[config.mk]
export PLATFORM = sky130hd
export DESIGN_NAME = video_timing_rx
export DESIGN_NICKNAME = d
export VERILOG_FILES = /design/src/rtl/video_timing_rx.sv
export SDC_FILE = /design/constraint.sdc
export NUM_CORES = 1
export LEC_CHECK = 0
export ABC_CLOCK_PERIOD_IN_PS = 6300
export CORE_ASPECT_RATIO = 1.25
export CORE_MARGIN = 8
export CORE_UTILIZATION = 45
export CTS_BUF_LIST = sky130_fd_sc_hd__clkbuf_4 sky130_fd_sc_hd__clkbuf_8
export CTS_CLUSTER_SIZE = 10
export DETAILED_ROUTE_END_ITERATION = 10
export GPL_ROUTABILITY_DRIVEN = 0
export GPL_TIMING_DRIVEN = 0
export MAX_ROUTING_LAYER = met4
export PLACE_DENSITY_LB_ADDON = 0.05
export SYNTH_ARGS = -nofsm -noshare
export SYNTH_HDL_FRONTEND = slang
export SYNTH_SLANG_ARGS = --single-unit
[constraint.sdc]
create_clock -name clk -period 6.3 [get_ports clk]
set_input_delay 1.26 -clock clk [delete_from_list [all_inputs] [get_ports clk]]
set_output_delay 1.26 -clock clk [all_outputs]
set_load 0.05 [all_outputs]
[src/rtl/video_timing_rx.sv]
// video_timing_rx: measures incoming RGB video timing, detects sync polarity, checksums frames and reports lock
module video_timing_rx #(
  parameter int CNT_W       = 12,
  parameter int LOCK_FRAMES = 2
) (
  input  logic             clk,
  input  logic             rst_n,
  input  logic             clr,
  input  logic             vid_hs,
  input  logic             vid_vs,
  input  logic             vid_de,
  input  logic [23:0]      vid_rgb,
  output logic             hs_pol,
  output logic             vs_pol,
  output logic             pol_valid,
  output logic [CNT_W-1:0] h_total,
  output logic [CNT_W-1:0] h_active,
  output logic [CNT_W-1:0] v_total,
  output logic [CNT_W-1:0] v_active,
  output logic [31:0]      frame_sum,
  output logic             frame_done,
  output logic             locked,
  output logic             err
);
  localparam logic [CNT_W-1:0] MAX = '1;
  localparam logic [CNT_W-1:0] ONE = CNT_W'(1);
  localparam logic [3:0] LOCK_M1 = 4'(LOCK_FRAMES - 1);
  typedef enum logic [1:0] {SEARCH, MEASURE, CHECK, LOCKED} state_t;
  typedef struct packed {
    logic             s1_hs, s1_vs, s1_de;
    logic [23:0]      s1_rgb;
    logic             s2_hs, s2_vs, s2_de;
    logic             hs_pol, vs_pol, pol_valid;
    logic [CNT_W-1:0] hc, dc, vc, ac, ref_len, ref_dc;
    logic             rl_ok, rd_ok, bad, hs_seen, fe_any, fe_real;
    logic [CNT_W-1:0] h_total, h_active, v_total, v_active;
    logic [31:0]      sum, frame_sum;
    logic             frame_done;
  } dp_t;
  dp_t r, n;
  state_t state, state_n;
  logic [3:0] match_cnt, match_n;
  logic lock_n, err_n, prev_ok, prev_ok_n;
  logic hs_e, vs_e, de_r, close, has_de, meas_same, good;
  logic [CNT_W-1:0] vc_b, ac_b;
  logic [31:0] sum_b;
  logic bad_b, rl_ok_b, rd_ok_b, sat, mis;
  assign hs_e = r.pol_valid & (r.s1_hs ~^ r.hs_pol) & (r.s2_hs ^ r.hs_pol);
  assign vs_e = r.pol_valid & (r.s1_vs ~^ r.vs_pol) & (r.s2_vs ^ r.vs_pol);
  assign de_r = r.s1_de & ~r.s2_de;
  assign close = hs_e & r.hs_seen;
  assign has_de = r.dc != '0;
  assign meas_same = {r.ref_len, r.ref_dc, r.vc, r.ac} == {r.h_total, r.h_active, r.v_total, r.v_active};
  assign good = ~r.bad & meas_same & prev_ok;
  assign hs_pol = r.hs_pol;
  assign vs_pol = r.vs_pol;
  assign pol_valid = r.pol_valid;
  assign h_total = r.h_total;
  assign h_active = r.h_active;
  assign v_total = r.v_total;
  assign v_active = r.v_active;
  assign frame_sum = r.frame_sum;
  assign frame_done = r.frame_done;
  // datapath next state: input pipeline, polarity, line/frame counters, frame latch
  always_comb begin
    n = r;
    n.s1_hs = vid_hs;
    n.s1_vs = vid_vs;
    n.s1_de = vid_de;
    n.s1_rgb = vid_rgb;
    n.s2_hs = r.s1_hs;
    n.s2_vs = r.s1_vs;
    n.s2_de = r.s1_de;
    n.frame_done = r.fe_real;
    n.fe_any = vs_e & (state != SEARCH);
    n.fe_real = vs_e & (state == CHECK || state == LOCKED);
    n.hs_pol = de_r ? ~r.s1_hs : r.hs_pol;
    n.vs_pol = de_r ? ~r.s1_vs : r.vs_pol;
    n.pol_valid = r.pol_valid | de_r;
    vc_b = r.fe_any ? '0 : r.vc;
    ac_b = r.fe_any ? '0 : r.ac;
    sum_b = r.fe_any ? '0 : r.sum;
    bad_b = r.fe_any ? 1'b0 : r.bad;
    rl_ok_b = r.fe_any ? 1'b0 : r.rl_ok;
    rd_ok_b = r.fe_any ? 1'b0 : r.rd_ok;
    sat = (~hs_e & (r.hc == MAX)) | (~hs_e & r.s1_de & (r.dc == MAX)) |
          (hs_e & (vc_b == MAX)) | (close & has_de & (ac_b == MAX));
    mis = (close & rl_ok_b & (r.hc != r.ref_len)) | (close & has_de & rd_ok_b & (r.dc != r.ref_dc)) |
          (de_r & ((r.hs_pol == r.s1_hs) | (r.vs_pol == r.s1_vs)));
    if (r.pol_valid) begin
      n.hc = hs_e ? ONE : (r.hc == MAX ? MAX : r.hc + ONE);
      n.dc = hs_e ? CNT_W'(r.s1_de) : (r.s1_de && r.dc != MAX ? r.dc + ONE : r.dc);
      n.vc = hs_e && vc_b != MAX ? vc_b + ONE : vc_b;
      n.ac = close && has_de && ac_b != MAX ? ac_b + ONE : ac_b;
      n.sum = r.s1_de ? sum_b + 32'(r.s1_rgb) : sum_b;
      n.bad = bad_b | sat | mis;
      n.ref_len = close && !rl_ok_b ? r.hc : r.ref_len;
      n.rl_ok = rl_ok_b | close;
      n.ref_dc = close && has_de && !rd_ok_b ? r.dc : r.ref_dc;
      n.rd_ok = rd_ok_b | (close & has_de);
      n.hs_seen = r.hs_seen | hs_e;
    end
    if (r.fe_real) begin
      n.h_total = r.ref_len;
      n.h_active = r.ref_dc;
      n.v_total = r.vc;
      n.v_active = r.ac;
      n.frame_sum = r.sum;
    end
  end
  // datapath register with async reset and sync clear
  always_ff @(posedge clk or negedge rst_n) begin
    if (!rst_n) r <= '0;
    else r <= clr ? '0 : n;
  end
  // lock FSM next state: frame comparison and lock/err decisions at each frame end
  always_comb begin
    state_n = state;
    match_n = match_cnt;
    lock_n = locked;
    err_n = 1'b0;
    prev_ok_n = r.fe_real ? ~r.bad : prev_ok;
    case (state)
      SEARCH: if (r.pol_valid) state_n = MEASURE;
      MEASURE: if (vs_e) begin
        state_n = CHECK;
        match_n = '0;
      end
      CHECK: if (r.fe_real) begin
        match_n = good ? match_cnt + 4'd1 : '0;
        if (good && match_cnt + 4'd1 >= LOCK_M1) begin
          state_n = LOCKED;
          lock_n = 1'b1;
        end
      end
      LOCKED: if (r.fe_real && !good) begin
        state_n = CHECK;
        match_n = '0;
        lock_n = 1'b0;
        err_n = 1'b1;
      end
      default: state_n = SEARCH;
    endcase
  end
  // lock FSM register with async reset and sync clear
  always_ff @(posedge clk or negedge rst_n) begin
    if (!rst_n) begin
      state <= SEARCH;
      match_cnt <= '0;
      locked <= 1'b0;
      err <= 1'b0;
      prev_ok <= 1'b0;
    end else begin
      state <= clr ? SEARCH : state_n;
      match_cnt <= clr ? '0 : match_n;
      locked <= clr ? 1'b0 : lock_n;
      err <= clr ? 1'b0 : err_n;
      prev_ok <= clr ? 1'b0 : prev_ok_n;
    end
  end
endmodule

==> impl_metrics.toml <==
[sta]
setup_ws_ns = 0.704
setup_viol = 0
worst_pin_slew_ns = 0.936
fin_tns_setup_ns = 0
rsz0062_at_grt = "no"
slew_viol_final = 0
clock.fmax_mhz = 179
finalHoldViolCount = 0
final.min_clock_period_ns = 5.60
period_share = 0.888
slew_headroom = 0.376
finalClockSkew_ns = 0.0244

[run]
drv_cap = 0

[synth]
synth_compound_area_frac = 0.152
syn_inst = 1572
synthMuxAreaShare = 0.0780
synth_fa_ha_area_frac = 0.0160
synth_largest_area_cell = "dfrtp_1"
synthesis.nets = 1616
ys_ff_latch = 233
synthDistinctLibCells = 71
synth_top_family_by_area = "simple AND/OR/NAND/NOR gates"
synth_most_common_cell = "dfrtp_1"
async_reset_ff_frac = 1.00
synth.top_cells.by_count = "dfrtp_1 (233), nor2_1 (218), mux2i_1 (109)"
ys.flop_type = "dfrtp_1"
synth.top_cells.by_area = "dfrtp_1 (42%), mux2i_1 (7.8%), nor2_1 (5.8%)"
synthSimpleGateAreaFrac = 0.181
synth-edff-count = 0
synth_sequential_area_ratio = 0.417
synth_area_per_cell_um2 = 8.90
synthXorXnorAreaFrac = 0.0670
synth_area_um2 = 14000
synth_top_area_share = 0.417
yosysWarningCount = 0

[die]
die_y_um = 213
std_cell_rows = 72
die_x_um = 174
io-pin-count = 116
initial_utilization = 0.454
die_area_um2 = 37000
core_um2 = 30800

[final_layout]
fin_area_um2 = 16600
drive_gt1_frac = 0.108
fin_nets = 1774
fin_util = 0.539
syn_to_final_growth_pct = 18.6

[pwr]
switching_power_mw = 0.847
irDropWorstVdd_uv = 215
leakage_nw = 7.14
pwr-share-clk = 0.454
p_int_mw = 2.43
power_mw = 3.28
power.density_nw_per_um2 = 198
combPwrFrac = 0.078
swShare = 0.258
seqPwrFrac = 0.468

[worst_setup_path]
start_kind = "flip-flop"
cp_data_arrival_time_ns = 6.02
crit_path_max_fanout = 19
reg2reg_depth = 18
rrSetupSlack_ns = 0.70
cp-end-kind = "flip-flop"
crit_type = "flip-flop to flip-flop"
crit_required_ns = 6.72

[placement]
port_buffers = 115
hpwl_um = 30800
dpl_cell_area_um2 = 15700
pre_cts_ws_ns = -0.0738

[clock_network]
cts-root-buf = "clkbuf_8"
insertion_delay_ns = 0.57
clockBufferDepth = 3
clkTransAtPathRegs_ns = 0.06
cts_made_buffers = 40
h-tree-depth = 2
tritoncts = "done"
post_cts_buffers = 0
clock_sinks = 233

[grt]
grt-ovfl-total = 0
grt_max_degree = 81
grtUsageTotal = 0.232
grt_pass1_vias = 12198
grt_pass1_wl_um = 67200
antenna_found_initial = 0

[detailed_routing]
drcViolationCount = 0
drtAntennaViolNets = 0
postRouteWirelength_um = 41700
vias_per_cell = 5.55
vias = 12033
drtPass1Iterations = 6
drtIter0Drc = 1003
wl_per_cell_um = 19.2

[outcome]
outcome = "finished, final reports clean"

[min_path]
hold_depth = 2
hold_path_class = "flip-flop to flip-flop"
[cells in the final DEF, fill, tap and decap left out, types with 23 or more instances in the layout]
master           count
mux2i_1            109
a31oi_1             32
inv_1               46
o211ai_1            26
xnor2_1             54
o21ai_0             83
a21oi_1             68
clkdlybuf4s50_1    114
nor2_1             218
nand2_1             91
xor2_1              53
nor2b_1             50
buf_1               24
nand3_1             41
clkbuf_1            73
o21ai_1             23
nand4_1             26
dfrtp_1            233
buf_4               80
clkbuf_8            54
[sequential cells by signal, indices dropped and copies added (netlist names)]
| name | flops |
|---|---|
| r | 136 |
| err | 1 |
| v_active | 12 |
| prev_ok | 1 |
| locked | 1 |
| state | 2 |
| frame_sum | 32 |
| frame_done | 1 |
| vs_pol | 1 |
| h_total | 12 |
| match_cnt | 4 |
| hs_pol | 1 |
| v_total | 12 |
| n | 4 |
| pol_valid | 1 |
| h_active | 12 |
[final timing paths]
kind                               start            end
hold / removal             frame_sum[29]  frame_sum[29]
hold reg to reg            frame_sum[29]  frame_sum[29]
setup / recovery                  r[114]          r[55]
setup reg to reg                  r[114]          r[55]
max in group asynchronous          rst_n          r[51]
min in group asynchronous          rst_n         r[181]
[routing by layer]
| layer | GRT usage | vias up | share of wire |
|---|---|---|---|
| li1 | - | 5731 | - |
| met4 | 0.0980 | 0 | 0.037 |
| met1 | 0.266 | 5843 | 0.41 |
| met2 | 0.402 | 352 | 0.50 |
| met5 | - | - | 0 |
| met3 | 0.0348 | 107 | 0.047 |
[area by class of cell]
cell class | count | area, um2
clock buffers | 66 | 833
multi-input cells | 1092 | 6910
diodes | 1 | 2.50
inverters | 49 | 184
well taps | 407 | 509
repair buffers | 117 | 1210
clock inverters | 7 | 42.5
flip-flops and latches | 233 | 5830
fillers | 2951 | 14200
plain buffers | 197 | 1070
[logic make-up (layout without fill, tap and decap cells)]
family,after synthesis,count (layout)
AOI/OAI and AO/OA,332,332
buffers and inverters,247,436
DFF,233,233
xor gates and xnor gates,107,107
adders and majority gates,18,18
other,0,1
muxes,109,109
and+or+nand+nor,526,526
[power groups by stage]
stage | Combinational, mW | Sequential, mW | Clock (mW)
finish | 0.256 | 1.53 | 1.49
global route | 0.285 | 1.54 | 1.59
CTS | 0.259 | 1.53 | 1.52
detailed placement | 0.258 | 1.56 | 0
global placement | 0.252 | 1.56 | 0
floorplan | 0.137 | 1.56 | 0
[stage by stage]
step | hold slack (ns) | cells
after floorplan | 0.468 | 1572
after global placement | 0.504 | 2094
after detailed placement | 0.513 | 2096
after CTS | 0.527 | 2169
after global routing | 0.542 | 2168
final | 0.518 | 2169
[critical path, stage by stage (launching register included)]
cell and delay, ns:
dfrtp_1 0.32, buf_2 0.31, buf_2 0.44, clkbuf_2 0.37, clkbuf_1 0.46, clkbuf_2 0.41
nor2b_1 0.09, ha_1 0.22, fa_1 0.45, maj3_2 0.35, nand3_1 0.08, and3_1 0.22
a22oi_1 0.13, o211a_1 0.27, o21ai_1 0.30, nand2_1 0.16, a21o_1 0.24, a2111oi_0 0.46
o21ai_1 0.14
[repair_timing]
| item | in CTS | in global routing |
|---|---|---|
| hold buffers | 0 | 0 |
| gates resized for setup | 1 | 1 |
| pin swaps | 0 | 0 |
| endpoints found under the hold margin | 0 | 0 |
| endpoints found under the setup margin | 3 | 4 |
Note: power is estimated with default switching activity, not from simulation.
